$ cat config.mk
export PLATFORM = sky130hd
export DESIGN_NAME = gradient_bram_loader
export DESIGN_NICKNAME = d
export VERILOG_FILES = /design/src/rtl/gradient_bram_loader.sv
export SDC_FILE = /design/constraint.sdc
export NUM_CORES = 1
export LEC_CHECK = 0
export ABC_AREA = 1
export ABC_CLOCK_PERIOD_IN_PS = 2600
export CORE_UTILIZATION = 40
export CTS_BUF_LIST = sky130_fd_sc_hd__clkbuf_8
export DETAILED_ROUTE_END_ITERATION = 16
export MAX_ROUTING_LAYER = met4
export PLACE_DENSITY = 0.84
export SETUP_SLACK_MARGIN = 0.02
export SYNTH_ARGS = -nofsm -noshare
export SYNTH_HDL_FRONTEND = slang
export SYNTH_SLANG_ARGS = --single-unit
$ cat constraint.sdc
create_clock -name aclk -period 2.6 [get_ports aclk]
set_input_delay 0.52 -clock aclk [delete_from_list [all_inputs] [get_ports aclk]]
set_output_delay 0.52 -clock aclk [all_outputs]
set_load 0.01 [all_outputs]
$ cat src/rtl/gradient_bram_loader.sv
// rtl/gradient_bram_loader.sv - AXIS X/Y/Z gradient samples to AD5780 write commands in three BRAMs
// Optional saturation of input samples: define GRADIENT_LOADER_CLAMP_EN.
module gradient_bram_loader #(
  parameter int BRAM_DATA_WIDTH = 32,
  parameter int BRAM_ADDR_WIDTH = 10,
  parameter int SAMPLE_WIDTH    = 18
) (
  input  logic                         aclk,
  input  logic                         areset,
  input  logic [BRAM_ADDR_WIDTH-1:0]   cfg_length,
  input  logic                         start,
  output logic                         busy,
  output logic                         done,
  output logic                         frame_error,
  output logic [BRAM_ADDR_WIDTH-1:0]   sts_data,
  input  logic [31:0]                  s_axis_tdata,
  input  logic                         s_axis_tvalid,
  input  logic                         s_axis_tlast,
  output logic                         s_axis_tready,
  output logic                         bram_portx_clk,
  output logic                         bram_portx_rst,
  output logic [BRAM_ADDR_WIDTH-1:0]   bram_portx_addr,
  output logic [BRAM_DATA_WIDTH-1:0]   bram_portx_wrdata,
  output logic [BRAM_DATA_WIDTH/8-1:0] bram_portx_we,
  output logic                         bram_porty_clk,
  output logic                         bram_porty_rst,
  output logic [BRAM_ADDR_WIDTH-1:0]   bram_porty_addr,
  output logic [BRAM_DATA_WIDTH-1:0]   bram_porty_wrdata,
  output logic [BRAM_DATA_WIDTH/8-1:0] bram_porty_we,
  output logic                         bram_portz_clk,
  output logic                         bram_portz_rst,
  output logic [BRAM_ADDR_WIDTH-1:0]   bram_portz_addr,
  output logic [BRAM_DATA_WIDTH-1:0]   bram_portz_wrdata,
  output logic [BRAM_DATA_WIDTH/8-1:0] bram_portz_we
);

  localparam int WE_WIDTH = BRAM_DATA_WIDTH / 8;

  typedef enum logic [2:0] {
    S_IDLE, S_ACC_X, S_ACC_Y, S_ACC_Z, S_WRITE, S_DONE
  } state_t;

  state_t state, state_next;

  logic [BRAM_ADDR_WIDTH-1:0] len_q;
  logic [BRAM_ADDR_WIDTH-1:0] frame_cnt;
  logic [BRAM_ADDR_WIDTH-1:0] frame_cnt_inc;
  logic [BRAM_DATA_WIDTH-1:0] x_word, y_word, z_word;
  logic                       z_last;
  logic                       err_q;
  logic                       handshake;
  logic                       start_ok;
  logic [SAMPLE_WIDTH-1:0]    code;
  logic                       tready_c, busy_c, done_c, we_c;

  assign handshake     = s_axis_tvalid && s_axis_tready;
  assign start_ok      = start && (state == S_IDLE || state == S_DONE);
  assign frame_cnt_inc = frame_cnt + 1'b1;

`ifdef GRADIENT_LOADER_CLAMP_EN
  localparam logic signed [31:0] CODE_MAX = (32'sd1 <<< (SAMPLE_WIDTH - 1)) - 32'sd1;
  localparam logic signed [31:0] CODE_MIN = -(32'sd1 <<< (SAMPLE_WIDTH - 1));

  always_comb begin
    code = s_axis_tdata[SAMPLE_WIDTH-1:0];
    if ($signed(s_axis_tdata) > CODE_MAX)
      code = {1'b0, {(SAMPLE_WIDTH-1){1'b1}}};
    else if ($signed(s_axis_tdata) < CODE_MIN)
      code = {1'b1, {(SAMPLE_WIDTH-1){1'b0}}};
  end
`else
  logic tdata_hi_unused;
  assign tdata_hi_unused = ^s_axis_tdata[31:SAMPLE_WIDTH];
  assign code            = s_axis_tdata[SAMPLE_WIDTH-1:0];
`endif

  // AD5780 frame: 0001 selects the DAC register, code sits in bits [19:2]
  function automatic logic [BRAM_DATA_WIDTH-1:0] fmt_cmd(input logic [SAMPLE_WIDTH-1:0] c);
    fmt_cmd = '0;
    fmt_cmd[SAMPLE_WIDTH+5:0] = {4'b0001, c, 2'b00};
  endfunction

  always_ff @(posedge aclk) begin
    if (areset) state <= S_IDLE;
    else        state <= state_next;
  end

  always_comb begin
    state_next = state;
    case (state)
      S_IDLE, S_DONE: begin
        if (start) state_next = (cfg_length == '0) ? S_DONE : S_ACC_X;
      end
      S_ACC_X: if (handshake) state_next = s_axis_tlast ? S_DONE : S_ACC_Y;
      S_ACC_Y: if (handshake) state_next = s_axis_tlast ? S_DONE : S_ACC_Z;
      S_ACC_Z: if (handshake) state_next = S_WRITE;
      S_WRITE: state_next = (frame_cnt_inc == len_q || z_last) ? S_DONE : S_ACC_X;
      default: state_next = S_IDLE;
    endcase
  end

  always_comb begin
    tready_c = 1'b0;
    busy_c   = 1'b0;
    done_c   = 1'b0;
    we_c     = 1'b0;
    case (state)
      S_ACC_X, S_ACC_Y, S_ACC_Z: begin
        tready_c = 1'b1;
        busy_c   = 1'b1;
      end
      S_WRITE: begin
        busy_c = 1'b1;
        we_c   = 1'b1;
      end
      S_DONE:  done_c = 1'b1;
      default: ;
    endcase
  end

  always_ff @(posedge aclk) begin
    if (areset) begin
      len_q     <= '0;
      frame_cnt <= '0;
      x_word    <= '0;
      y_word    <= '0;
      z_word    <= '0;
      z_last    <= 1'b0;
      err_q     <= 1'b0;
    end else begin
      if (start_ok) begin
        len_q     <= cfg_length;
        frame_cnt <= '0;
        err_q     <= 1'b0;
      end
      if (handshake) begin
        case (state)
          S_ACC_X: begin
            x_word <= fmt_cmd(code);
            if (s_axis_tlast) err_q <= 1'b1;
          end
          S_ACC_Y: begin
            y_word <= fmt_cmd(code);
            if (s_axis_tlast) err_q <= 1'b1;
          end
          S_ACC_Z: begin
            z_word <= fmt_cmd(code);
            z_last <= s_axis_tlast;
          end
          default: ;
        endcase
      end
      if (state == S_WRITE) frame_cnt <= frame_cnt_inc;
    end
  end

  assign s_axis_tready = tready_c;
  assign busy          = busy_c;
  assign done          = done_c;
  assign frame_error   = err_q;
  assign sts_data      = frame_cnt;

  assign bram_portx_clk    = aclk;
  assign bram_porty_clk    = aclk;
  assign bram_portz_clk    = aclk;
  assign bram_portx_rst    = areset;
  assign bram_porty_rst    = areset;
  assign bram_portz_rst    = areset;
  assign bram_portx_addr   = frame_cnt;
  assign bram_porty_addr   = frame_cnt;
  assign bram_portz_addr   = frame_cnt;
  assign bram_portx_wrdata = x_word;
  assign bram_porty_wrdata = y_word;
  assign bram_portz_wrdata = z_word;
  assign bram_portx_we     = {WE_WIDTH{we_c}};
  assign bram_porty_we     = {WE_WIDTH{we_c}};
  assign bram_portz_we     = {WE_WIDTH{we_c}};

endmodule
Yosys cells after proc, flatten, opt, wreduce, memory -nomap -nowiden. Cells that the tools add are included.

Bits in registers: 82. Latch bits: 0. RAM bits: 0. ROM bits: 0. Input port bits: 47. Output and inout port bits: 158. Word-level logic and storage cells: 53. Memories: 0.

Add/sub/neg operators: 1. Multiply operators: 0. Div/mod/pow operators: 0. Magnitude comparators: 0. Equal/unequal tests: 10. Shift-type cells: 0. Mux-type cells: 19. Bitwise logic cells: 0. Reduce and logical (&&, ||, !) cells: 15.

Operators with widths (number): 3-bit two-way mux (8); 10-bit two-way mux (2); 3-bit case mux with 5 select lines (1); 10-bit by 1-bit adder with 10-bit output (second input constant) (1); 10-bit equality test (1); 10-bit zero test (1); 1-bit two-way mux (8); 2-bit inequality test (second input constant) (4); 3-bit by 2-bit equality test with 1-bit output (second input constant) (2); 3-bit equality test (second input constant) (2); 2-bit AND reduction (3); 4-bit AND reduction (1); 2-bit OR reduction (2); 4-bit OR reduction (1); 3-bit by 1-bit equality test with 1-bit output (second input constant) (1); 3-bit zero test (1); 3-bit OR reduction (1); 1-bit logical AND (2); 1-bit logical OR (2); 2-bit nonzero test (1).

Longest topological paths before layout. Gate-level depths: netlist (run 1).

Depth after elaboration: 7. Depth in mapped cells: 16. Depth with buffers taken out: 16.

==> results of run 1 <==
[worst min-delay path: stages, from the launching register on]
cell	delay [ps]
dfxtp_1	310
inv_1	40
a21oi_1	50
[logic make-up (layout without fill, tap and decap cells)]
kind of cell,after synthesis,count (layout),share of synthesized area
simple gates,238,238,0.2465
buf+inv,153,224,0.2237
compound gates,95,95,0.1226
flops,82,82,0.4032
fa+ha+maj,1,1,0.003073
other cells,1,39,0.0009211
[area by class of cell]
class / instances / area, sq um
sequential: 82 / 1642
clock inverter: 7 / 70.07
inverter: 42 / 157.7
fill: 899 / 4334
clock buffer: 17 / 222.7
tap: 133 / 166.4
timing repair buffer: 158 / 1558
multi-input combinational: 373 / 1669
[through the flow]
stage          instance area, sq um  hold slack (ps)
4_1_cts                        5469            456.9
3_3_place_gp                   5206            442.1
2_1_floorplan                  4214            429.8
3_5_place_dp                   5206            444.7
5_1_grt                        5485            485.4
6_report                       5485            453.4
[how the worst max path moves through the flow]
stage,endpoint,slack (ps),cells past startpoint
after detailed placement,bram_portx_clk,330,1
final,bram_porty_clk,70,3
after global placement,bram_portx_clk,330,1
after CTS,bram_portx_we[1],20,5
after floorplan,bram_portx_we[0],660,5
after global routing,bram_portx_clk,50,3
[timing repair]
action,in CTS,in global routing
endpoints found under the hold margin,0,0
resized for setup,0,3
setup buffers,0,0
endpoints found under the setup margin,0,12
[cell usage in the layout (no fill, tap or decap), types with 3 or more instances in the layout]
cell               n
inv_2              3
nand3_1           35
nand2_2            6
nor2_4             3
inv_1             39
a21oi_1           41
buf_4              8
nand2_1           87
o21ai_0           47
nand3b_1           4
dfxtp_1           82
nor2_1            96
clkdlybuf4s50_1  151
conb_1            39
clkbuf_8          14
[per-layer routing]
layer  track usage  vias up
met1        0.2290     1728
met4       0.09426        0
met3       0.07051       17
met5             -        -
met2        0.3549      182
li1              -     1892
[where the power goes]
group	switching, mW	leakage [nW]	internal [mW]
sequential	0.0971	0.666	1.42
combinational	0.629	1.41	0.500
clock	0.558	0.146	0.684
[state kept, by name, indices dropped and copies added (netlist names)]
| register | count |
|---|---|
| frame_error | 1 |
| state | 3 |
| bram_portx_addr | 10 |
| len_q | 10 |
| bram_portz_wrdata | 19 |
| bram_portx_wrdata | 19 |
| z_last | 1 |
| bram_porty_wrdata | 19 |
==> results by group, run 1 <==
Run status
  – Status: finished clean

Global route
  – Number of global-route vias before repair: 3697
  – Largest net degree at the start of global routing: 40
  – First-pass GRT wire length: 16720 microns
  – Initial antenna violation count: 0
  – Total grt overflow: 0
  – Tot GR Track Use: 0.2122

Worst hold path
  – Hold path startpoint: bram_portz_wrdata[20]$_SDFFE_PP0P_
  – Hold Path Class: reg -> reg
  – Hold EP: bram_portz_wrdata[20]$_SDFFE_PP0P_
  – Worst hold stages: 2

Synthesis
  – Sequential area share after synthesis: 0.4032
  – Post-synth top area cell: dfxtp_1
  – Synth top area cells: dfxtp_1, buf_4, nor2_1
  – Register bit total from synthesis: 82
  – EDFF count, synth: 0
  – Synth Cell Area: 4071 sq um
  – Post-synth top cells: nor2_1, buf_4, nand2_1, dfxtp_1, o21ai_0
  – Synth warnings: 0
  – Post-synthesis cell count: 570
  – Distinct cells, synth: 28
  – Most frequent cell after synthesis: nor2_1
  – Avg Cell Area, Syn: 7.143 sq um
  – Post-synth top area share: 0.4032
  – Ys async rst share: 0
  – Top_reg_cell synth: dfxtp_1

STA
  – Setup TNS: 0 ps
  – RSZ-0062 raised after global routing: false
  – Normalized max-slew margin: 0.5492
  – Actual slew at the worst max-slew pin: 674.5 ps
  – Clock skew: 17.30 ps
  – Fin. max-slew vios: 0
  – Post-route worst setup slack: 70.67 ps
  – Final count of hold timing violations: 0
  – # setup viols final: 0

Routing
  – Met1 WL: 4416 microns
  – Drt initial violations: 126
  – WL final: 10790 microns
  – Router iterations before antenna repair: 4
  – Antenna viol nets, final: 0
  – Wire length on met2: 5325 microns
  – Max layer used: met4
  – Vias/cell: 4.703
  – Mean routed wirelength per cell: 13.29 microns
  – Met3 WL: 911 microns
  – Via count: 3819
  – DRC: 0

Worst setup path
  – FF-to-FF End: z_last$_SDFFE_PP0P_
  – CP max stage cell: clkdlybuf4s50_1
  – Critical Path Source: aclk
  – Reg-to-reg slack, setup: 580 ps
  – Worst-case reg-to-reg path depth: 8
  – Crit-path cells: clkbuf_8, clkbuf_8, clkdlybuf4s50_1
  – Reg-to-reg startpoint: state[1]$_SDFFE_PP0P_
  – Largest fanout on the critical path: 2
  – Element type at the critical path end: output port
  – WP data arrival: 2010 ps
  – Critical Path Most Common Cell: clkbuf_8
  – Critical path launch point type: clock port
  – Worst EP required: 2080 ps
  – CP top delay family: buffers and inverters
  – Crit-path max cell delay: 470 ps
  – WP buf/inv: 3
  – Critical path class: clk -> out

Floorplan
  – Die height: 102.9 microns
  – Row cnt: 36
  – Starting Density: 0.4146
  – Full die area: 10590 sq um
  – Core ar.: 9819 sq um
  – Die Wd: 102.9 microns
  – Ports: 205

Clock network
  – Cts hold-fix bufs: 0
  – Worst-skew pair later-pin latency: 450 ps
  – CTS tree: built
  – CTS clk-pin slew, worst paths: 70 ps

Power and ir drop
  – Power per Cell Area: 708.9 nW/um^2
  – VDD IR-drop max: 594.8 uV
  – Leakage: 2.219 nW
  – Total power: 3.889 mW

Finish
  – Synth-to-layout area growth: 34.73%
  – Diode count: 0
  – Nets: 721
  – Layout cells sized above 1: 0.06775
  – Final non-filler cell total: 812
  – Finished Core Util: 0.5586

Place
  – Routability-driven placement congestion ratio: 0.8005
  – Post-DP HPWL: 7869 microns
  – Port Buf Inserts: 151
  – Placed insts: 790
  – Worst slack at placement: 331.2 ps

Job
  – MaxCap Viol Count: 0
Note: power is estimated with default switching activity, not from simulation.
==> inputs of run 2 (changes only) <==
Settings changed: CORE_UTILIZATION 40 to 45, PLACE_DENSITY 0.84 to 0.93, SLEW_MARGIN from default to 5.
==> results by group, run 2 (synthesized netlist as in run 1, its figures left out) <==
Run status
  – Status: finished clean

Routing
  – Via count: 3926
  – Vias/cell: 4.989
  – Drt initial violations: 107
  – WL final: 11050 microns
  – Router iterations before antenna repair: 4
  – Mean routed wirelength per cell: 14.04 microns
  – Antenna viol nets, final: 0
  – DRC: 0

Job
  – MaxCap Viol Count: 0

Finish
  – Final instance area: 5461 sq um
  – Commonest non-fill, non-tap cell in the layout: clkdlybuf4s50_1
  – Layout cells sized above 1: 0.06775
  – Synth-to-layout area growth: 34.14%
  – Nets: 721
  – Final non-filler cell total: 787
  – Diode count: 0
  – Commonest cells after routing, fill and taps aside: clkdlybuf4s50_1, nor2_1, nand2_1

Worst setup path
  – Element type at the critical path end: output port
  – Reg-to-reg slack, setup: 680 ps
  – Largest fanout on the critical path: 2
  – Reg-to-reg startpoint: bram_portx_addr[1]$_SDFFE_PP0P_
  – Critical Path Source: aclk
  – Critical path class: clk -> out
  – Critical path launch point type: clock port
  – WP data arrival: 2010 ps
  – Worst EP required: 2080 ps

Power and ir drop
  – Leakage: 2.223 nW
  – Clk pwr share: 0.317
  – Power per Cell Area: 714.0 nW/um^2
  – Sw power: 1.315 mW
  – Switching Fraction: 0.3373
  – Comb power frac: 0.293
  – Internal power: 2.584 mW
  – VDD IR-drop max: 661.4 uV
  – Flop pwr share: 0.390

Clock network
  – CTS clk-pin slew, worst paths: 80 ps
  – CTS tree: built
  – # Post-CTS Setup Buffers: 0
  – Worst-skew pair later-pin latency: 450 ps

Floorplan
  – Die Wd: 97.12 microns
  – Row cnt: 34
  – Core ar.: 8721 sq um
  – Full die area: 9432 sq um
  – Ports: 205
  – Die height: 97.12 microns
  – Starting Density: 0.4669

Worst hold path
  – Hold path startpoint: z_last$_SDFFE_PP0P_
  – Hold Path Class: reg -> reg

STA
  – # setup viols final: 0
  – Setup TNS: 0 ps
  – Post-route worst setup slack: 73.30 ps
  – Actual slew at the worst max-slew pin: 573.6 ps
  – Fin. max-slew vios: 0
  – Clock skew: 11.77 ps
  – Normalized max-slew margin: 0.6152
  – Final count of hold timing violations: 0
  – RSZ-0062 raised after global routing: false

Global route
  – First-pass GRT wire length: 17880 microns
  – Initial antenna violation count: 0
  – Tot GR Track Use: 0.2407
  – Number of global-route vias before repair: 3939
  – Largest net degree at the start of global routing: 37
  – Total grt overflow: 0

Place
  – Port Buf Inserts: 151
  – Worst slack at placement: 316.8 ps
  – Placed Area: 5195 sq um
  – Post-DP HPWL: 7933 microns
  – Routability-driven placement congestion ratio: 0.8531
  – Placed insts: 766
## run 2: timing repair
| item | in CTS | in global routing |
|---|---|---|
| pin swaps | 0 | 0 |
| endpoints found under the setup margin | 11 | 11 |
| gates cloned | 0 | 0 |
| resized for setup | 1 | 1 |
| hold buffers | 0 | 0 |
## run 2: final cells by class
class                           instances  area [sq um]
Inverter                               42         157.7
Timing Repair Buffer                  158          1569
Sequential cell                        82          1642
Clock inverter                          8         80.08
Multi-Input combinational cell        373          1669
Tap cell                              108         135.1
Clock buffer                           16         209.0
Fill cell                             724          3259
## run 2: routing by layer
layer / global-route usage / up-vias / wire length [microns]
li1: - / 1888 / -
met1: 0.2503 / 1797 / 4268
met2: 0.4074 / 209 / 5502
met3: 0.07986 / 32 / 982
met4: 0.1194 / 0 / 293
met5: - / - / 0
## run 2: through the flow
step / hold slack, ps / util / total power [mW]
3_5_place_dp: 451.3 / 0.5957 / 2.772
6_report: 460.5 / 0.6263 / 3.900
5_1_grt: 490.6 / 0.6263 / 4.110
2_1_floorplan: 429.8 / - / 2.296
4_1_cts: 462.7 / 0.6257 / 3.911
3_3_place_gp: 438.6 / 0.5957 / 2.727
## run 2: path summary, 6_finish.rpt
kind                                end  cells past startpoint
setup / recovery         bram_porty_clk                      3
hold / removal      z_last$_SDFFE_PP0P_                      2
setup reg to reg  state[2]$_SDFFE_PP0P_                     15
hold reg to reg     z_last$_SDFFE_PP0P_                      2
## run 2: critical path, cell delays in order
cell and delay, ps:
clkbuf_8 120, clkbuf_8 120, clkdlybuf4s50_1 470
## run 2: power groups by stage
stage | logic (mW) | clock network (mW) | registers [mW]
floorplan | 0.624 | 0.0951 | 1.58
global placement | 1.08 | 0.117 | 1.53
detailed placement | 1.11 | 0.117 | 1.54
CTS | 1.13 | 1.26 | 1.52
global route | 1.25 | 1.32 | 1.54
finish | 1.14 | 1.24 | 1.52
==> inputs of run 3 (changes only) <==
Settings changed: CORE_MARGIN from default to 2.
==> results by group, run 3 (synthesized netlist as in run 1, its figures left out) <==
Power and ir drop
  – Power per Cell Area: 720.9 nW/um^2
  – Total power: 3.940 mW
  – Leakage: 2.222 nW
  – VDD IR-drop max: 565.4 uV

Run status
  – Status: finished clean

Worst setup path
  – Critical Path Most Common Cell: clkbuf_8
  – Reg-to-reg startpoint: state[1]$_SDFFE_PP0P_
  – Worst EP required: 2080 ps
  – Largest fanout on the critical path: 2
  – Worst-case reg-to-reg path depth: 8
  – WP data arrival: 2010 ps
  – WP buf/inv: 3
  – Critical path class: clk -> out
  – Element type at the critical path end: output port
  – CP max stage cell: clkdlybuf4s50_1
  – CP top delay family: buffers and inverters
  – Crit-path max cell delay: 470 ps
  – Crit-path cells: clkbuf_8, clkbuf_8, clkdlybuf4s50_1
  – Reg-to-reg slack, setup: 560 ps
  – Critical path launch point type: clock port
  – FF-to-FF End: z_last$_SDFFE_PP0P_

STA
  – Normalized max-slew margin: 0.5060
  – Actual slew at the worst max-slew pin: 739.2 ps
  – RSZ-0062 raised after global routing: false
  – Clock skew: 11.63 ps
  – WHS: 454.1 ps
  – # setup viols final: 0
  – Setup TNS: 0 ps
  – Final count of hold timing violations: 0
  – Fin. max-slew vios: 0

Finish
  – Final instance area: 5465 sq um
  – Nets: 720
  – Layout cells sized above 1: 0.06785
  – Final non-filler cell total: 786
  – Commonest non-fill, non-tap cell in the layout: clkdlybuf4s50_1
  – Synth-to-layout area growth: 34.23%
  – Diode count: 0
  – Filler cell count: 729
  – Commonest cells after routing, fill and taps aside: clkdlybuf4s50_1, nor2_1, nand2_1

Floorplan
  – Starting Density: 0.4646
  – Die height: 99.12 microns
  – Die Wd: 99.12 microns
  – Core ar.: 8763 sq um
  – Ports: 205
  – Row cnt: 34
  – Full die area: 9825 sq um

Global route
  – Number of global-route vias before repair: 3820
  – Initial antenna violation count: 0
  – First-pass GRT wire length: 17750 microns
  – Tot GR Track Use: 0.2323
  – Largest net degree at the start of global routing: 37
  – Total grt overflow: 0

Worst hold path
  – Hold EP: bram_portz_wrdata[20]$_SDFFE_PP0P_
  – Hold Path Class: reg -> reg
  – Worst hold stages: 2
  – Hold path startpoint: bram_portz_wrdata[20]$_SDFFE_PP0P_

Clock network
  – CTS tree: built
  – # Post-CTS Setup Buffers: 0
  – Worst-skew pair later-pin latency: 470 ps
  – CTS clk-pin slew, worst paths: 90 ps

Routing
  – Vias/cell: 4.990
  – Mean routed wirelength per cell: 14.13 microns
  – Drt initial violations: 170
  – WL final: 11100 microns
  – Antenna viol nets, final: 0
  – Router iterations before antenna repair: 5
  – DRC: 0
  – Via count: 3922

Place
  – Placed Area: 5180 sq um
  – Routability-driven placement congestion ratio: 0.8522
  – Placed insts: 764
  – Port Buf Inserts: 151
  – Post-DP HPWL: 7785 microns

Job
  – MaxCap Viol Count: 0
## run 3: worst max-delay path by stage
stage,startpoint,end,slack (ps),depth (start not counted)
6_report,aclk,bram_portx_clk,70,3
5_1_grt,aclk,bram_portx_clk,40,3
4_1_cts,state[0]$_SDFFE_PP0P_,bram_portx_we[3],50,5
3_5_place_dp,areset,bram_porty_wrdata[19]$_SDFFE_PP0P_,290,6
3_3_place_gp,aclk,bram_portx_clk,330,1
2_1_floorplan,state[0]$_SDFFE_PP0P_,bram_portx_we[0],660,5
## run 3: cell type report
cell class                      instances  area (sq um)  area share
Sequential cell                        82          1642      0.3004
Clock inverter                          7         76.32     0.01397
Multi-Input combinational cell        373          1669      0.3054
Tap cell                              108         135.1     0.02473
Clock buffer                           17         222.7     0.04075
Inverter                               42         157.7     0.02885
Timing Repair Buffer                  157          1563      0.2859
## run 3: worst min-delay path: stages (launching register included)
cell	delay [ps]
dfxtp_1	320
inv_1	50
a21oi_1	50
## run 3: where the power goes
| group | switching (mW) | internal, mW | total, mW |
|---|---|---|---|
| logic | 0.633 | 0.501 | 1.13 |
| registers | 0.102 | 1.42 | 1.52 |
| clock network | 0.591 | 0.693 | 1.28 |
| total | 1.33 | 2.61 | 3.94 |
## run 3: routing by layer
| metal | vias up | GRT usage | share of wire |
|---|---|---|---|
| li1 | 1886 | - | - |
| met1 | 1807 | 0.2544 | 0.39 |
| met2 | 201 | 0.3898 | 0.50 |
| met3 | 28 | 0.06535 | 0.088 |
| met4 | 0 | 0.1106 | 0.026 |
| met5 | - | - | 0 |
## run 3: timing repair
item                       CTS  global route
gates resized for setup      1             2
cloned                       0             1
hold buffers                 0             0
setup endpoints to repair   12            12
## run 3: metrics by stage
step | setup slack [ps] | util
5_1_grt | 44.92 | 0.6236
4_1_cts | 48.02 | 0.6222
2_1_floorplan | 660.8 | -
6_report | 67.67 | 0.6236
3_3_place_gp | 331.2 | 0.5911
3_5_place_dp | 288.6 | 0.5911
